===== src/rtl/display_pkg.sv =====
// Shared types and constants for the parking-display scan controller:
// scan FSM encoding and the active-low 7-segment glyph table.
package display_pkg;

  typedef enum logic [1:0] {
    ST_OFF   = 2'd0,
    ST_BLANK = 2'd1,
    ST_DRIVE = 2'd2
  } scan_state_e;

  localparam logic [6:0] SEG_BLANK  = 7'h7F;
  localparam logic [3:0] BLANK_CODE = 4'hF;

  // Active-low segments {g,f,e,d,c,b,a}; entry 15 (code F) is blank.
  localparam logic [15:0][6:0] SEG_LUT = {
    SEG_BLANK, 7'h06, 7'h21, 7'h46, 7'h03, 7'h08, 7'h10, 7'h00,
    7'h78,     7'h02, 7'h12, 7'h19, 7'h30, 7'h24, 7'h79, 7'h40
  };

endpackage


===== src/rtl/seven_seg_decoder.sv =====
// Combinational map from a 4-bit digit code to active-low segments g..a.
module seven_seg_decoder
  import display_pkg::*;
(
  input  logic [3:0] code_i,
  output logic [6:0] seg_n_o
);

  assign seg_n_o = SEG_LUT[code_i];

endmodule


===== src/rtl/parking_display_scanner.sv =====
// Time-multiplexed scan controller for the vacancy 7-segment bank: per-slot
// blanking window, frame-aligned digit updates, all outputs registered.
module parking_display_scanner
  import display_pkg::*;
#(
  parameter int NUM_DIGITS   = 4,
  parameter int DIV_WIDTH    = 18,
  parameter int SCAN_DIV     = 65536,
  parameter int BLANK_CYCLES = 1024
) (
  input  logic                    clk_internal,
  input  logic                    reset_n,
  input  logic                    enable,
  input  logic                    load_valid,
  output logic                    load_ready,
  input  logic [4*NUM_DIGITS-1:0] digit_data,
  input  logic [NUM_DIGITS-1:0]   dp_mask,
  output logic [6:0]              seg_n,
  output logic                    dp_n,
  output logic [NUM_DIGITS-1:0]   digit_en_n,
  output logic                    frame_done,
  output scan_state_e             dbg_state
);

  localparam int IDX_W = (NUM_DIGITS > 1) ? $clog2(NUM_DIGITS) : 1;

  scan_state_e                     state_q, state_d;
  logic [DIV_WIDTH-1:0]            presc_q, presc_d;
  logic [IDX_W-1:0]                idx_q, idx_d;
  logic [NUM_DIGITS-1:0][3:0]      act_dig_q, act_dig_d, pend_dig_q, pend_dig_d;
  logic [NUM_DIGITS-1:0]           act_dp_q, act_dp_d, pend_dp_q, pend_dp_d;
  logic                            pend_full_q, pend_full_d;
  logic                            load_ready_q;
  logic [6:0]                      seg_n_q, seg_n_d, dec_seg;
  logic                            dp_n_q, dp_n_d;
  logic [NUM_DIGITS-1:0]           dig_en_q, dig_en_d;
  logic                            frame_q, frame_d;
  logic                            slot_end, blank_end, last_dig, frame_wrap;
  logic                            drive, transfer, capture;

  assign slot_end   = (presc_q == DIV_WIDTH'(SCAN_DIV - 1));
  assign blank_end  = (presc_q == DIV_WIDTH'(BLANK_CYCLES - 1));
  assign last_dig   = (idx_q == IDX_W'(NUM_DIGITS - 1));
  assign frame_wrap = enable && (state_q == ST_DRIVE) && slot_end && last_dig;
  assign drive      = enable && (state_q == ST_DRIVE);

  // Handshake: a set transfers into pending on load_valid && load_ready;
  // load_ready stays low until pending moves to the active buffer (frame
  // wrap, or any edge while OFF), so the source must hold its data meanwhile.
  assign capture  = load_valid && !pend_full_q;
  assign transfer = pend_full_q && (frame_wrap || (state_q == ST_OFF));

  seven_seg_decoder u_dec (
    .code_i  (act_dig_q[idx_q]),
    .seg_n_o (dec_seg)
  );

  always_comb begin
    state_d = state_q;
    presc_d = slot_end ? '0 : presc_q + DIV_WIDTH'(1);
    idx_d   = idx_q;
    if (!enable) begin
      state_d = ST_OFF;
      presc_d = '0;
      idx_d   = '0;
    end else begin
      case (state_q)
        ST_OFF: begin
          state_d = ST_BLANK;
          presc_d = '0;
          idx_d   = '0;
        end
        ST_BLANK: if (blank_end) state_d = ST_DRIVE;
        ST_DRIVE: if (slot_end) begin
          state_d = ST_BLANK;
          idx_d   = last_dig ? '0 : idx_q + IDX_W'(1);
        end
        default: begin
          state_d = ST_OFF;
          presc_d = '0;
          idx_d   = '0;
        end
      endcase
    end
  end

  always_comb begin
    act_dig_d   = act_dig_q;
    act_dp_d    = act_dp_q;
    pend_dig_d  = pend_dig_q;
    pend_dp_d   = pend_dp_q;
    pend_full_d = pend_full_q;
    if (transfer) begin
      act_dig_d   = pend_dig_q;
      act_dp_d    = pend_dp_q;
      pend_full_d = 1'b0;
    end else if (capture) begin
      pend_dig_d  = digit_data;
      pend_dp_d   = dp_mask;
      pend_full_d = 1'b1;
    end
  end

  always_comb begin
    seg_n_d  = SEG_BLANK;
    dp_n_d   = 1'b1;
    dig_en_d = '1;
    frame_d  = frame_wrap;
    if (drive) begin
      seg_n_d         = dec_seg;
      dp_n_d          = ~act_dp_q[idx_q];
      dig_en_d[idx_q] = 1'b0;
    end
  end

  always_ff @(posedge clk_internal or negedge reset_n) begin
    if (!reset_n) begin
      state_q      <= ST_OFF;
      presc_q      <= '0;
      idx_q        <= '0;
      act_dig_q    <= {NUM_DIGITS{BLANK_CODE}};
      act_dp_q     <= '0;
      pend_dig_q   <= {NUM_DIGITS{BLANK_CODE}};
      pend_dp_q    <= '0;
      pend_full_q  <= 1'b0;
      load_ready_q <= 1'b1;
      seg_n_q      <= SEG_BLANK;
      dp_n_q       <= 1'b1;
      dig_en_q     <= '1;
      frame_q      <= 1'b0;
    end else begin
      state_q      <= state_d;
      presc_q      <= presc_d;
      idx_q        <= idx_d;
      act_dig_q    <= act_dig_d;
      act_dp_q     <= act_dp_d;
      pend_dig_q   <= pend_dig_d;
      pend_dp_q    <= pend_dp_d;
      pend_full_q  <= pend_full_d;
      load_ready_q <= ~pend_full_d;
      seg_n_q      <= seg_n_d;
      dp_n_q       <= dp_n_d;
      dig_en_q     <= dig_en_d;
      frame_q      <= frame_d;
    end
  end

  assign load_ready = load_ready_q;
  assign seg_n      = seg_n_q;
  assign dp_n       = dp_n_q;
  assign digit_en_n = dig_en_q;
  assign frame_done = frame_q;
  assign dbg_state  = state_q;

endmodule


===== config.mk =====
export PLATFORM = sky130hd
export DESIGN_NAME = parking_display_scanner
export DESIGN_NICKNAME = d
export VERILOG_FILES = /design/src/rtl/display_pkg.sv /design/src/rtl/seven_seg_decoder.sv /design/src/rtl/parking_display_scanner.sv
export SDC_FILE = /design/constraint.sdc
export NUM_CORES = 1
export LEC_CHECK = 0
export CORE_MARGIN = 1.5
export CORE_UTILIZATION = 36
export DETAILED_ROUTE_END_ITERATION = 8
export GPL_ROUTABILITY_DRIVEN = 1
export GPL_TIMING_DRIVEN = 0
export SLEW_MARGIN = 5
export SYNTH_ARGS = -nofsm -noshare
export SYNTH_HDL_FRONTEND = slang
export SYNTH_SLANG_ARGS = --single-unit

===== constraint.sdc =====
create_clock -name clk_internal -period 3.6 [get_ports clk_internal]
set_input_delay 0.36 -clock clk_internal [delete_from_list [all_inputs] [get_ports clk_internal]]
set_output_delay 0.36 -clock clk_internal [all_outputs]
set_load 0.005 [all_outputs]

==> results.tsv <==
stage	metric	value	unit
floorplanning	fp.dieH	102	um
detailed_routing	drcViolationCount	0	
min_path	min_path_cells	3	
setup_path	cp-end-kind	flip-flop	
setup_path	critPathMaxFanout	7	
yosys	post-synth-top-count-cell	dfstp_2	
clock_tree	clock_path_buffers	2	
setup_path	r2r_start	idx_q[0]	
sta	hold_slack	0.335	ns
yosys	syn_nets	321	
grt	grt_pass1_vias	2239	
floorplanning	row_count	36	
yosys	synthTopCellsByCount	dfstp_2, mux2_2, dfrtp_1	
floorplanning	start_util	36.8	%
yosys	synth_edf_count	0	
power_and_ir_drop	powerDensity	688	nW/um^2
cells_and_area	drive_gt1_share	35.8	%
detailed_routing	wl_per_cell	13.2	um
yosys	yosys.area.top_type_share	33.2	%
sta	worstMarginPinSlew	0.632	ns
floorplanning	die_area	10500	sq um
place	dp_hpwl	4400	um
clock_tree	clkSinkCount	77	
clock_tree	root_buffer	clkbuf_8	
place	io_buffers	38	
yosys	yosys_warnings	0	
detailed_routing	avgViaCountPerCell	4.70	
detailed_routing	drtPass1Iterations	4	
yosys	synth_largest_area_cell	dfstp_2	
yosys	async_reset_ff_share	100	%
yosys	synth_seq_cells	77	
yosys	synth_cell_types	42	
cells_and_area	fillers	898	
cells_and_area	finalNetCount	372	
clock_tree	numCtsBuffers	9	
setup_path	ff2ff_path_depth	7	
sta	maxSlewViolCount	0	
sta	skew	0.0105	ns
detailed_routing	wl	6220	um
yosys	postSynthCellCount	282	
setup_path	critPathKind	reg -> reg	
sta	max_freq	442	MHz
sta	final.period_utilization	62.8	%
setup_path	reg2reg_slack	1.34	ns
yosys	ys_top_cells_by_area	dfstp_2, dfrtp_1, mux2_2	
clock_tree	clock_latency	0.35	ns
floorplanning	core-area	9680	sq um
yosys	yosysSeqAreaShare	55.7	%
floorplanning	pin_count	40	
sta	setup_viol	0	
sta	slew_headroom	57.9	%
cells_and_area	multi_input_area	1490	sq um
min_path	min-delay-start	enable	
grt	grt_overflow	0	
clock_tree	htree_levels	3	
cells_and_area	diodes	0	
grt	grt_max_degree	61	
sta	hold_viol	0	
min_path	holdCritPathClass	in -> reg	
sta	final.min_clock_period	2.26	ns
clock_tree	clk_pin_slew	0.09	ns
detailed_routing	drt_iter0_markers	92	
power_and_ir_drop	ir_drop	363	uV
clock_tree	cts-resized-gates	0	
power_and_ir_drop	total_leakage_power	1.74	nW
sta	rsz0062_at_grt	false	
yosys	yosys_most_used_dff	dfstp_2	
setup_path	crit_path_start_kind	flip-flop	
setup_path	required	3.88	ns
yosys	syn_avg_cell_area	12.6	sq um
place	finalWeightedCongestion	0.804	
detailed_routing	num_vias	2213	
cells_and_area	regArea	1980	sq um
floorplanning	die_w	102	um
grt	grt_pass1_wl	10600	um
outcome	status	finished, final reports clean	
setup_path	worstReg2RegEnd	seg_n[1]	
job	cap_violations	0	
setup_path	crit_arrival	2.54	ns
grt	antenna_found_initial	0	
clock_tree	tritoncts	built	
yosys	syn-cell-area	3560	sq um
place	dp_cells	454	
min_path	hold_end	dbg_state[0]	
detailed_routing	ant_nets	0	
grt	grt_usage	13.3	%
cells_and_area	area_growth	21.6	%
cells_and_area	instances_no_fill	471	
-- worst max-delay path by stage --
stage | startpoint | end | slack, ns | depth (start not counted)
floorplan | idx_q[0] | seg_n[1] | 1.58 | 7
global placement | reset_n | dbg_state[0] | -0.44 | 1
detailed placement | idx_q[0] | seg_n[1] | 1.33 | 7
CTS | idx_q[0] | seg_n[1] | 1.32 | 7
global route | idx_q[0] | seg_n[1] | 1.21 | 7
finish | idx_q[0] | seg_n[1] | 1.34 | 7
-- cell type report --
type / instances / share of cell area, %
buffer: 11 / 1.16
clock buffer: 9 / 2.86
clock inverter: 7 / 1.47
inverter: 10 / 0.867
multi-input combinational: 184 / 34.4
sequential: 77 / 45.8
tap: 133 / 3.84
timing repair buffer: 40 / 9.59
-- layout by cell type (no fill, tap or decap), types with 3 or more instances in the layout --
cell type	n
mux2i_1	3
clkdlybuf4s50_1	37
o211ai_1	3
nor2_1	27
mux4_2	5
clkbuf_1	4
inv_6	4
a21oi_1	5
xnor2_1	6
nand3_1	9
and4_1	4
dfstp_2	45
mux2_2	40
buf_2	7
ha_1	15
xor2_1	10
clkbuf_8	9
o21ai_0	5
dfrtp_1	32
inv_1	10
nand2_1	21
-- cells by family after synthesis --
kind of cell | share of synthesized area [%]
muxes | 16.7
DFF | 55.7
AOI/OAI and AO/OA | 4.32
buffers and inverters | 2.46
xor gates and xnor gates | 3.94
and+or+nand+nor | 11.7
adders and majority gates | 5.27
-- state kept, by name, indices dropped and copies added (netlist names) --
register,flops
pend_dig_q,16
load_ready,1
pend_full_q,1
dbg_state,2
presc_q,18
idx_q,2
pend_dp_q,4
digit_en_n,4
dp_n,1
act_dp_q,4
frame_done,1
act_dig_q,16
seg_n,7
-- critical path: stages, from the launching register on --
cell	delay (ns)
dfrtp_1	0.38
buf_2	0.26
mux4_2	0.62
inv_1	0.19
ha_1	0.27
nand2_1	0.09
o21ai_0	0.08
a221o_1	0.30
-- stage by stage --
stage          worst slack, ns  TNS (ns)  utilization [%]  cell area, sq um  total power, mW
2_1_floorplan             1.58         0                -              3560             2.10
3_3_place_gp            -0.437    -13.91             42.4              4110             2.35
3_5_place_dp              1.33         0             42.7              4130             2.39
4_1_cts                   1.32         0             44.7              4330             3.03
5_1_grt                   1.21         0             44.7              4330             3.18
6_report                  1.34         0             44.7              4330             2.98
-- report_power, final --
| part | total [mW] | switching, mW | internal, mW |
|---|---|---|---|
| Sequential | 1.41 | 0.134 | 1.28 |
| Clock | 0.613 | 0.346 | 0.267 |
| Combinational | 0.951 | 0.440 | 0.511 |
| Total | 2.98 | 0.920 | 2.06 |
-- what timing repair did --
item | CTS | global route
buffers inserted | 0 | 0
endpoints found under the hold margin | 9 | 0
hold buffers | 1 | 0
setup endpoints to repair | 0 | 0
-- metal layers --
metal  wire (um)  GRT usage [%]  share of wire [%]  vias up
li1            -              -                  -     1084
met1        3090           17.2                 50     1077
met2        2850           21.6                 46       46
met3         201           3.15                3.2        6
met4          75           5.16                1.2        0
met5           0              0                  0        -
Power figures use the tool's default switching activity.
